<file path="config.mk">
export PLATFORM = sky130hd
export DESIGN_NAME = inv_broadcast_queue
export DESIGN_NICKNAME = d
export VERILOG_FILES = /design/src/rtl/inv_broadcast_queue.sv
export SDC_FILE = /design/constraint.sdc
export NUM_CORES = 1
export LEC_CHECK = 0
export ABC_AREA = 1
export BUFFER_PORTS_ARGS = -buffer_cell sky130_fd_sc_hd__buf_4
export CORE_MARGIN = 3
export CORE_UTILIZATION = 35
export CTS_CLUSTER_SIZE = 24
export DETAILED_ROUTE_END_ITERATION = 10
export SLEW_MARGIN = 20
export SYNTH_ARGS = -nofsm -noshare
export SYNTH_HDL_FRONTEND = slang
export SYNTH_SLANG_ARGS = --single-unit
</file>
<file path="constraint.sdc">
create_clock -name clk -period 4.9 [get_ports clk]
set_input_delay 0.245 -clock clk [delete_from_list [all_inputs] [get_ports clk]]
set_output_delay 0.245 -clock clk [all_outputs]
set_load 0.05 [all_outputs]
</file>
<file path="src/rtl/inv_broadcast_queue.sv">
// Invalidation broadcast queue: buffers word-address invalidations from one source and
// delivers each to NUM_SINKS sinks. Optional merging of repeated tail pushes: INV_BROADCAST_COALESCE_EN.
module inv_broadcast_queue #(
  parameter int NUM_SINKS = 2,
  parameter int DEPTH     = 4,
  parameter int ADDR_W    = 30
) (
  input  logic                 clk,
  input  logic                 rst,
  input  logic [ADDR_W-1:0]    src_inv_addr,
  input  logic                 src_inv_valid,
  output logic                 src_inv_ready,
  output logic                 src_inv_completed,
  output logic [4:0]           src_inv_completed_count,
  output logic [ADDR_W-1:0]    sink_inv_addr,
  output logic [NUM_SINKS-1:0] sink_inv_valid,
  input  logic [NUM_SINKS-1:0] sink_inv_ready,
  input  logic [NUM_SINKS-1:0] sink_inv_outstanding,
  output logic                 queue_empty,
  output logic                 all_idle
);

  localparam int PTR_W = $clog2(DEPTH);
  localparam logic [PTR_W:0] FULL_OCC = (PTR_W+1)'(DEPTH);

  logic [ADDR_W-1:0]    mem [DEPTH];
  logic [PTR_W-1:0]     wr_ptr, rd_ptr;
  logic [PTR_W:0]       occ;
  logic [NUM_SINKS-1:0] acc, hs;
  logic                 full, push_wr, retire;
  logic [4:0]           done_cnt;

  assign full           = (occ == FULL_OCC);
  assign queue_empty    = (occ == '0);
  assign all_idle       = queue_empty & ~|sink_inv_outstanding;
  assign sink_inv_addr  = mem[rd_ptr];
  assign sink_inv_valid = queue_empty ? '0 : ~acc;
  assign hs             = sink_inv_valid & sink_inv_ready;
  // A sink accepting in the same cycle as the last outstanding one still counts toward retire.
  assign retire         = ~queue_empty & (&(acc | hs));

`ifdef INV_BROADCAST_COALESCE_EN
  logic [3:0]       mcnt [DEPTH];
  logic [PTR_W-1:0] tail_ptr;
  logic             tail_is_head, merge_ok, merge;

  assign tail_ptr     = wr_ptr - 1'b1;
  assign tail_is_head = (occ == (PTR_W+1)'(1));
  // Merging into the head is only safe before any sink has seen it.
  assign merge_ok     = ~queue_empty && (mem[tail_ptr] == src_inv_addr) && (mcnt[tail_ptr] != 4'd15)
                        && (~tail_is_head || ((acc | hs) == '0));
  assign merge        = src_inv_valid & merge_ok;
  assign src_inv_ready = ~full | merge_ok;
  assign push_wr      = src_inv_valid & ~full & ~merge_ok;
  assign done_cnt     = {1'b0, mcnt[rd_ptr]} + 5'd1;

  always_ff @(posedge clk or posedge rst) begin
    if (rst) begin
      for (int i = 0; i < DEPTH; i++) mcnt[i] <= '0;
    end else if (push_wr) begin
      mcnt[wr_ptr] <= '0;
    end else if (merge) begin
      mcnt[tail_ptr] <= mcnt[tail_ptr] + 4'd1;
    end
  end
`else
  assign src_inv_ready = ~full;
  assign push_wr       = src_inv_valid & ~full;
  assign done_cnt      = 5'd1;
`endif

  // NOTE: sequential state uses non-blocking assignments so every register samples pre-edge values.
  always_ff @(posedge clk or posedge rst) begin
    if (rst) begin
      // NOTE: storage is reset so the shared sink address reads 0 out of reset.
      for (int i = 0; i < DEPTH; i++) mem[i] <= '0;
      wr_ptr                  <= '0;
      rd_ptr                  <= '0;
      occ                     <= '0;
      acc                     <= '0;
      src_inv_completed       <= 1'b0;
      src_inv_completed_count <= '0;
    end else begin
      if (push_wr) begin
        mem[wr_ptr] <= src_inv_addr;
        wr_ptr      <= wr_ptr + 1'b1;
      end
      if (retire) begin
        rd_ptr <= rd_ptr + 1'b1;
        acc    <= '0;
      end else begin
        acc <= acc | hs;
      end
      case ({push_wr, retire})
        2'b10:   occ <= occ + 1'b1;
        2'b01:   occ <= occ - 1'b1;
        default: occ <= occ;
      endcase
      src_inv_completed       <= retire;
      src_inv_completed_count <= retire ? done_cnt : 5'd0;
    end
  end

endmodule

</file>
==> metrics, run 1 <==
outcome=completed; Synthesis Warnings=0; core area=17480 µm²; area leader, netlist=dfrtp_1; Synth Cell Area=6297 µm²; initial cell density of the core=36.03%; hold_sp=src_inv_addr[12]; vias in the first global route=5060; crit path cell chain=buf_4, inv_1, o21ai_0, o22ai_1, buf_4; row cnt=48; Hold WS=0.05238 ns; input/output buffers=73; vias per inst=5.000; Crit Path Category=register to output pin; synth-to-layout area growth=18.50%; Placed Cells=1009; Worst Path Max Fanout=33; Mean Syn Cell Area=8.275 µm²; sequential share of the synthesized area=51.66%; # IOs=78; first-pass GRT wire length=27510 µm; Async SR Flop Fraction=100.0%; post-synthesis xor/xnor area fraction=0.5563%; Startpoint Class=register; largest family of logic cells by synthesized area=simple AND/OR/NAND/NOR gates; post-layout util=42.70%; TritonCTS Sinks=130; initial antenna violation count=0; worst min path class=primary input to register; via count=5210; routed len/inst=16.07 µm; GRT overflow=0; final count of hold timing violations=0; Net Switching=3.012 mW; Post-DRT Antenna Nets=0; layout cells sized above 1=15.18%; mux share of post-synthesis cell area=0%; Comb power frac=50.0%; Int Pwr=3.424 mW; Slew HR=25.04%; clk root buf=clkbuf_16; flops & latches, synth=130; Yosys cell types=29; Detailed Routing Iterations Pass 1=4; CTS tree=yes; largest net degree at the start of global routing=82; setup violators final=0; Hold Path Depth=3; total power=6.436 mW; max incr delay on CP=0.86 ns; setup TNS=0 ns; Non-Filler Instances=1042; postcts setup bufs=0; crit-path most repeated cell=buf_4; simple logic cell fraction of the synthesized area=20.92%; maximum capacitance violations=0; clock tree buffer depth=2; dpl hpwl=9431 µm; DIE WIDTH=140.1 µm; Tightest Pin Transition=1.123 ns; Hold Path End=mem[72]; Layout Skew=0.007371 ns; total detailed-routing wirelength=16750 µm; worst r2r src=occ[0]; FMAX=342.9 MHz; Clock Latency Late Sink=0.42 ns; fin crit period=2.916 ns; synth cell count leaders=nand2_1 (251), o21ai_0 (135), dfrtp_1 (130); ys flop type=dfrtp_1; max-slew violation count=0; TritonCTS buffer count=17; htree depth=4; Post-synth EDFFs=0; clock slew at reported path FFs=0.06 ns; Net Sw Frac=46.80%; die extent in y=140.1 µm; Crit path arrival time=2.67 ns; final net count=847; gr usage total=17.55%; die area=19640 µm²; R2R Setup Slk=2.34 ns; Power Density=862.5 nW/µm²; count leader, synth=nand2_1; CP endpoint kind=output pin; Crit-path slowest cell=inv_1; Compound-Gate Fraction of Synth Area=17.80%; clock group share of total power=22.1%; leak pwr=3.684 nW; RSZ-0062 raised after global routing=false; Mapped Cells=761; reg2reg path depth=9; n_diodes=0; 1st-iter DRT viols=431; share of the synthesized area in the top cell type=51.66%; gpl congestion=0.7190; DRC errors left=0; Final period util=59.52%; Worst R2R End=occ[2]; sequential share of power=27.9%; Critical Path RT=4.66 ns; largest cells by area after synthesis=dfrtp_1 (52%), nand2_1 (15%), o21ai_0 (11%), nor2_1 (3.8%), o21ai_1 (3.6%); VDD IR max=0.5944 mV; Post-Synth Adder-Cell Area=1.311%
[sequential cells by signal (all words and copies together) (netlist names)]
| name | flops |
|---|---|
| mem | 120 |
| acc | 2 |
| rd_ptr | 2 |
| wr_ptr | 2 |
| occ | 3 |
| src_inv_completed | 1 |
[cell type report]
cell class | instances | area (µm²)
Clock buffer | 23 | 488.0
Tap cell | 225 | 281.5
Timing Repair Buffer | 83 | 625.6
Inverter | 17 | 66.31
Multi-Input combinational cell | 555 | 2571
Fill cell | 1760 | 10010
Sequential cell | 130 | 3254
Clock inverter | 9 | 175.2
[per-stage QoR]
| stage | cell area (µm²) | setup WS (ns) |
|---|---|---|
| CTS | 7462 | 2.005 |
| global route | 7462 | 1.808 |
| finish | 7462 | 1.984 |
| global placement | 6789 | 2.332 |
| detailed placement | 6789 | 2.306 |
| floorplan | 6309 | 1.186 |
[metal layers]
layer | routed length [µm] | share of wire, % | global-route usage [%]
met5 | 0 | 0 | 0
met4 | 181 | 1.1 | 4.895
met3 | 703 | 4.2 | 3.653
met1 | 8053 | 48 | 24.38
met2 | 7810 | 47 | 28.01
[critical path, delay by kind of cell, from the launching register on]
kind | cells | cell delay [ns]
buffers and inverters | 3 | 1.37
AO/OA/AOI/OAI | 2 | 0.52
flip-flops | 1 | 0.35
[how the worst max path moves through the flow]
stage / start / to / slack [ns] / cells after the start
6_report: rd_ptr[1] / sink_inv_addr[18] / 1.98 / 5
3_3_place_gp: occ[1] / occ[2] / 2.33 / 9
2_1_floorplan: rst / acc[0] / 1.19 / 1
4_1_cts: rd_ptr[1] / sink_inv_addr[28] / 2.00 / 5
5_1_grt: rd_ptr[1] / sink_inv_addr[17] / 1.81 / 5
3_5_place_dp: occ[0] / occ[2] / 2.31 / 9
[cells by family after synthesis]
group,count (synthesis)
DFF,130
AOI/OAI and AO/OA,215
and+or+nand+nor,326
buffers and inverters,79
xor gates and xnor gates,4
adders and majority gates,6
other,1
[placed cells by master (no fill, tap or decap), drive strengths merged]
cell,count
nand2,253
o21ai,181
dfrtp,130
buf,82
nor2,69
o22ai,30
clkbuf,23
inv,17
ha,5
bufinv,5
conb,4
a21oi,3
xor2,3
nand3,2
clkinv,2
clkinvlp,2
a2bb2oi,1
nor3,1
or2,1
xnor2,1
fa,1
dlygate4sd3,1
[timing repair]
action | CTS | global route
endpoints found under the hold margin | 14 | 0
gates resized for setup | 0 | 0
hold buffers | 1 | 0
setup endpoints to repair | 0 | 0
[power by group through the flow]
stage,Sequential [mW],Clock (mW),Combinational (mW)
after floorplan,1.77,0,2.43
after global placement,1.80,0,3.23
after detailed placement,1.81,0,3.26
after CTS,1.79,1.45,3.26
after global routing,1.86,1.50,3.53
final,1.79,1.42,3.22
(Power assumes the default switching activity.)
==> inputs of run 2 (changes only) <==
- clock period: 4.9 -> 2.38 ns (I/O delays scaled with it)
==> run 2 against run 1 <==
Power grew 100%. Sequential power up 110%. Combinational power rose by 110%. Clock skew barely moved. First-iteration DRC count shrank 21%. Hold slack improved by 0.023 ns. Critical path depth is 1 lower. Core utilization rose by 2.1 points. Largest cell class unchanged. Via count is 3.3% higher. Global-route usage grew 0.50 points. Die area unchanged. Clock-buffer cell count is 1 lower.
==> metrics, run 2 (same netlist as run 1, synthesis figures left out) <==
clk root buf=clkbuf_16 (unchanged); CP endpoint=sink_inv_addr[8] (was sink_inv_addr[18]); outcome=completed (unchanged); vias in the first global route=5254 (was 5060); TritonCTS buffer count=17 (unchanged); Worst R2R End=occ[2] (unchanged); clock slew at reported path FFs=0.06 ns (about the same); GRT overflow=0 (unchanged); layout cells sized above 1=15.34% (was 15.18%); FMAX=455.9 MHz; Gates resized, CTS repair=0 (unchanged); worst min path class=primary input to register (unchanged); vias per inst=4.987 (was 5.000); Detailed Routing Iterations Pass 1=5 (was 4); first-pass GRT wire length=28280 µm (was 27510 µm); worst setup margin=0.1865 ns (was 1.984 ns); Power Density=1681 nW/µm² (was 862.5 nW/µm²); Crit path buffers/inverters=2 (was 3); initial cell density of the core=36.03% (unchanged); gpl congestion=0.7311 (was 0.7190); Crit-path slowest cell=buf_4 (was inv_1); die area=19640 µm² (unchanged); total power=13.16 mW (was 6.436 mW); post-route cell area=7830 µm² (was 7462 µm²); pre-CTS WS=0.1832 ns (was 2.306 ns); Slew HR=49.25% (was 25.04%); Crit path max-delay family=buffers and inverters (unchanged); largest net degree at the start of global routing=128 (was 82); Critical Path RT=2.26 ns (was 4.66 ns); worst r2r src=occ[0] (unchanged); setup TNS=0 ns (unchanged); crit-path most repeated cell=buf_4 (unchanged); fin crit period=2.194 ns; Layout Skew=0.007660 ns (was 0.007371 ns); Critical Path Start=rd_ptr[0] (was rd_ptr[1]); Placed Cells=1015 (was 1009); core area=17480 µm² (unchanged); leak pwr=3.841 nW (was 3.684 nW); Worst Path Max Fanout=62 (was 33); max-slew violation count=0 (unchanged); Tightest Pin Transition=0.7596 ns (was 1.123 ns); via count=5381 (was 5210); Filler cells=1740 (was 1760); initial antenna violation count=0 (unchanged); crit path cell chain=buf_4, o21ai_0, o22ai_1, buf_4 (was buf_4, inv_1, o21ai_0, o22ai_1, buf_4); Clock Latency Late Sink=0.42 ns (about the same); largest registers=mem x120, occ x3 (unchanged); DIE WIDTH=140.1 µm (unchanged); row cnt=48 (unchanged); CTS tree=yes (unchanged); R2R Setup Slk=0.20 ns (was 2.34 ns); Post-DRT Antenna Nets=0 (unchanged); placed cell area=6910 µm² (was 6789 µm²); total detailed-routing wirelength=17240 µm (was 16750 µm); max FFs per register=120 (unchanged); Largest Register=mem (unchanged); input/output buffers=73 (unchanged); final net count=884 (was 847); reg2reg path depth=12 (was 9); DRC errors left=0 (unchanged); RSZ-0062 raised after global routing=false (unchanged); htree depth=4 (unchanged); Crit path arrival time=2.07 ns (was 2.67 ns); Startpoint Class=register (unchanged); n_diodes=0 (unchanged); Crit Path Category=register to output pin (unchanged); commonest cells after routing, fill and taps aside=nand2_1 (251), o21ai_0 (135), dfrtp_1 (129) (unchanged); max incr delay on CP=0.52 ns (was 0.86 ns); # IOs=78 (unchanged); clock tree buffer depth=2 (unchanged); postcts setup bufs=0 (unchanged); Final period util=92.16%; setup violators final=0 (unchanged); gr usage total=18.05% (was 17.55%); most common cell after layout, fill and taps aside=nand2_1 (unchanged); 1st-iter DRT viols=342 (was 431); TritonCTS Sinks=130 (unchanged); Crit path depth=4 (was 5); maximum capacitance violations=0 (unchanged); Hold WS=0.07519 ns (was 0.05238 ns); final count of hold timing violations=0 (unchanged); dpl hpwl=9801 µm (was 9431 µm); routed len/inst=15.98 µm (was 16.07 µm); post-layout util=44.80% (was 42.70%); Non-Filler Instances=1079 (was 1042); VDD IR max=1.017 mV (was 0.5944 mV); CP endpoint kind=output pin (unchanged); synth-to-layout area growth=24.34% (was 18.50%); die extent in y=140.1 µm (unchanged)
==> run 2: layout make-up <==
type	instances	area [µm²]	area share, %
Timing Repair Buffer	120	1056	13.49
Tap cell	225	281.5	3.595
Inverter	17	67.56	0.8629
Multi-Input combinational cell	555	2571	32.84
Clock buffer	22	494.2	6.312
Clock inverter	10	105.1	1.342
Sequential cell	130	3254	41.56
==> run 2: tightest hold or removal path, cell delays in order <==
cell and delay [ns]:
buf_4 0.08, nand2_1 0.04, nand2_1 0.11, nand2_1 0.07
inv_1 0.05
==> run 2: layer usage <==
layer	wire length, µm	GRT usage (%)
met1	8279	25.49
met2	7995	28.36
met3	822	3.858
met4	144	4.742
met5	0	0
==> run 2: power by group <==
part / total [mW] / switching (mW) / internal [mW]
registers: 3.70 / 0.466 / 3.23
logic: 6.83 / 4.85 / 1.98
clock network: 2.63 / 0.965 / 1.67
==> run 2: timing repair <==
action,4_1_cts,5_1_grt
hold endpoints to repair,146,0
setup endpoints to repair,0,0
hold buffers,32,0
==> run 2: how the worst min path moves through the flow <==
stage / slack [ns] / depth (start not counted) / startpoint / endpoint
2_1_floorplan: 0.24 / 2 / src_inv_addr[1] / mem[1]
3_3_place_gp: 0.29 / 2 / rst / mem[101]
3_5_place_dp: 0.30 / 2 / rst / mem[101]
4_1_cts: 0.06 / 5 / sink_inv_ready[1] / acc[1]
5_1_grt: 0.08 / 5 / sink_inv_ready[1] / acc[1]
6_report: 0.08 / 5 / sink_inv_ready[1] / acc[1]
==> inputs of run 3 (changes only) <==
- ABC_AREA: 1 -> default
- clock period: 2.38 -> 2.7 ns (I/O delays scaled with it)
==> run 3 against run 2 <==
Worst setup slack better by 0.21 ns. Clock skew about the same. Largest cell class unchanged. Highest routed layer unchanged. Critical path depth increased by 5. Wire length shrank 25%. Sequential share of layout area is essentially flat. Hold slack better by 0.021 ns. Cell area about the same.
==> metrics, run 3 <==
initial antenna violation count=0 (unchanged); simple logic cell fraction of the synthesized area=1.848% (was 20.92%); Crit Path Category=register to register (was register to output pin); Synth Cell Area=6364 µm² (was 6297 µm²); largest net degree at the start of global routing=38 (was 128); row cnt=48 (unchanged); share of the synthesized area in the top cell type=51.12% (was 51.66%); R2R Setup Slk=0.40 ns (was 0.20 ns); ys flop type=dfrtp_1 (unchanged); clock tree buffer depth=2 (unchanged); synth cell count leaders=dfrtp_1 (130), mux2_4 (120), mux4_2 (30) (was nand2_1 (251), o21ai_0 (135), dfrtp_1 (130)); Filler cells=1572 (was 1740); RSZ-0062 raised after global routing=false (unchanged); Largest Register=mem (unchanged); Post-synth EDFFs=0 (unchanged); FMAX=434.9 MHz; Post-Synth Adder-Cell Area=1.298% (was 1.311%); reg2reg path depth=9 (was 12); Reg area=3256 µm² (was 3254 µm²); most common cell after layout, fill and taps aside=dfrtp_1 (was nand2_1); dpl hpwl=7635 µm (was 9801 µm); clock slew at reported path FFs=0.05 ns (was 0.06 ns); Yosys cell types=25 (was 29); # IOs=78 (unchanged); CP endpoint=occ[2] (was sink_inv_addr[8]); core area=17540 µm² (was 17480 µm²); Crit-path slowest cell=nor3_1 (was buf_4); Slew HR=36.67% (was 49.25%); max FFs per register=120 (unchanged); Crit path depth=9 (was 4); Worst Path Max Fanout=7 (was 62); TritonCTS Sinks=130 (unchanged); Gates resized, CTS repair=0 (unchanged); vias per inst=4.762 (was 4.987); Tightest Pin Transition=0.9499 ns (was 0.7596 ns); Crit path arrival time=2.63 ns (was 2.07 ns); Mean Syn Cell Area=18.29 µm² (was 8.275 µm²); vias in the first global route=3807 (was 5254); commonest cells after routing, fill and taps aside=dfrtp_1 (128), mux2_4 (120), buf_4 (76) (was nand2_1 (251), o21ai_0 (135), dfrtp_1 (129)); outcome=completed (unchanged); Critical Path Start=occ[0] (was rd_ptr[0]); synth-to-layout area growth=23.02% (was 24.34%); clk root buf=clkbuf_16 (unchanged); crit path cell chain=or3_2, inv_1, nor3_1, ha_1, inv_1, fa_1, xor2_1, nor2_1, xor2_1 (was buf_4, o21ai_0, o22ai_1, buf_4); n_diodes=0 (unchanged); routed len/inst=18.58 µm (was 15.98 µm); max incr delay on CP=0.42 ns (was 0.52 ns); max-slew violation count=0 (unchanged); die area=19840 µm² (was 19640 µm²); worst min path class=primary input to register (unchanged); count leader, synth=dfrtp_1 (was nand2_1); Worst R2R End=occ[2] (unchanged); CP endpoint kind=register (was output pin); gr usage total=13.98% (was 18.05%); worst r2r src=occ[0] (unchanged); die extent in y=140.8 µm (was 140.1 µm); Crit path max-delay family=simple AND/OR/NAND/NOR gates (was buffers and inverters); TritonCTS buffer count=17 (unchanged); Final period util=85.16%; input/output buffers=73 (unchanged); total detailed-routing wirelength=12880 µm (was 17240 µm); largest family of logic cells by synthesized area=multiplexers (was simple AND/OR/NAND/NOR gates); first-pass GRT wire length=21450 µm (was 28280 µm); Critical Path RT=3.03 ns (was 2.26 ns); Startpoint Class=register (unchanged); final net count=499 (was 884); setup TNS=0 ns (unchanged); Synthesis Warnings=0 (unchanged); flops & latches, synth=130 (unchanged); post-synthesis xor/xnor area fraction=0.8258% (was 0.5563%); mux share of post-synthesis cell area=39.26% (was 0%); maximum capacitance violations=0 (unchanged); multi-input logic area=2776 µm² (was 2571 µm²); Detailed Routing Iterations Pass 1=4 (was 5); area leader, netlist=dfrtp_1 (unchanged); DIE WIDTH=140.8 µm (was 140.1 µm); Async SR Flop Fraction=100.0% (unchanged); final count of hold timing violations=0 (unchanged); Layout Skew=0.007712 ns (was 0.007660 ns); Compound-Gate Fraction of Synth Area=0.1573% (was 17.80%); CTS tree=yes (unchanged); layout cells sized above 1=56.62% (was 15.34%); Crit path buffers/inverters=2 (unchanged); Clock Latency Late Sink=0.41 ns (was 0.42 ns); htree depth=4 (unchanged); setup violators final=0 (unchanged); largest registers=mem x120, occ x3 (unchanged); DRC errors left=0 (unchanged); fin crit period=2.299 ns; GRT overflow=0 (unchanged); initial cell density of the core=36.29% (was 36.03%); largest cells by area after synthesis=dfrtp_1 (51%), mux2_4 (28%), mux4_2 (11%), buf_12 (3.8%), ha_1 (0.98%) (was dfrtp_1 (52%), nand2_1 (15%), o21ai_0 (11%), nor2_1 (3.8%), o21ai_1 (3.6%)); Post-DRT Antenna Nets=0 (unchanged); Mapped Cells=348 (was 761); sequential share of the synthesized area=51.12% (was 51.66%); gpl congestion=0.7022 (was 0.7311); via count=3300 (was 5381); 1st-iter DRT viols=134 (was 342)
-- run 3: changes by cell type in the layout (fill, tap and decap cells not counted), moves of 6 or more --
cell	change
buf_4	-6
inv_1	-9
mux2_4	+120
mux4_2	+30
nand2_1	-250
nor2_1	-55
o21ai_0	-135
o21ai_1	-45
o22ai_1	-30
-- run 3: logic make-up after synthesis --
kind of cell | after synthesis
multiplexers | 152
flip-flops | 130
buffers and inverters | 32
AND/OR/NAND/NOR | 19
adder cells (fa/ha/maj) | 6
XOR/XNOR | 6
AO/OA/AOI/OAI | 2
other | 1
-- run 3: routing by layer --
| layer | vias up | GRT usage [%] | wire (µm) |
|---|---|---|---|
| met5 | - | 0 | 0 |
| met4 | 0 | 4.742 | 138 |
| met3 | 12 | 4.444 | 549 |
| met2 | 69 | 21.09 | 6117 |
| met1 | 1749 | 19.18 | 6072 |
| li1 | 1470 | - | - |
-- run 3: repair_timing --
| action | 4_1_cts | 5_1_grt |
|---|---|---|
| hold buffers | 33 | 0 |
| setup endpoints to repair | 0 | 0 |
| hold endpoints to repair | 156 | 0 |
| setup buffers | 0 | 0 |
-- run 3: layout make-up --
type | instances | share of cell area [%]
multi-input combinational | 189 | 35.46
inverter | 7 | 0.3836
clock inverter | 5 | 0.3196
clock buffer | 26 | 6.633
timing repair buffer | 111 | 12.02
tap | 225 | 3.596
sequential | 130 | 41.59
-- run 3: worst min path at each step --
stage / slack, ns / start / endpoint / cells past startpoint
floorplan: 0.28 / src_inv_addr[0] / mem[0] / 1
global placement: 0.35 / rst / mem[58] / 2
detailed placement: 0.37 / rst / mem[58] / 2
CTS: 0.07 / src_inv_valid / wr_ptr[0] / 3
global route: 0.11 / src_inv_valid / wr_ptr[0] / 3
finish: 0.1 / src_inv_valid / wr_ptr[0] / 3
-- run 3: through the flow --
step / cell area [µm²] / util [%] / instances / hold WS (ns) / worst slack [ns]
floorplan: 6379 / - / 351 / 0.2831 / 0.3220
global placement: 6954 / 39.65 / 629 / 0.3548 / 0.5508
detailed placement: 6954 / 39.65 / 629 / 0.3738 / 0.4492
CTS: 7829 / 44.64 / 693 / 0.07439 / 0.4013
global route: 7829 / 44.64 / 693 / 0.1116 / 0.1521
finish: 7829 / 44.64 / 693 / 0.09588 / 0.4007
-- run 3: worst min-delay path: stages --
cell and delay (ns):
buf_4 0.13, nand2_1 0.12, xnor2_1 0.08
Power of run 3 is left out: the tool's default activity adds up to more than one toggle a clock period on the data nets, which glitch-free logic cannot reach.
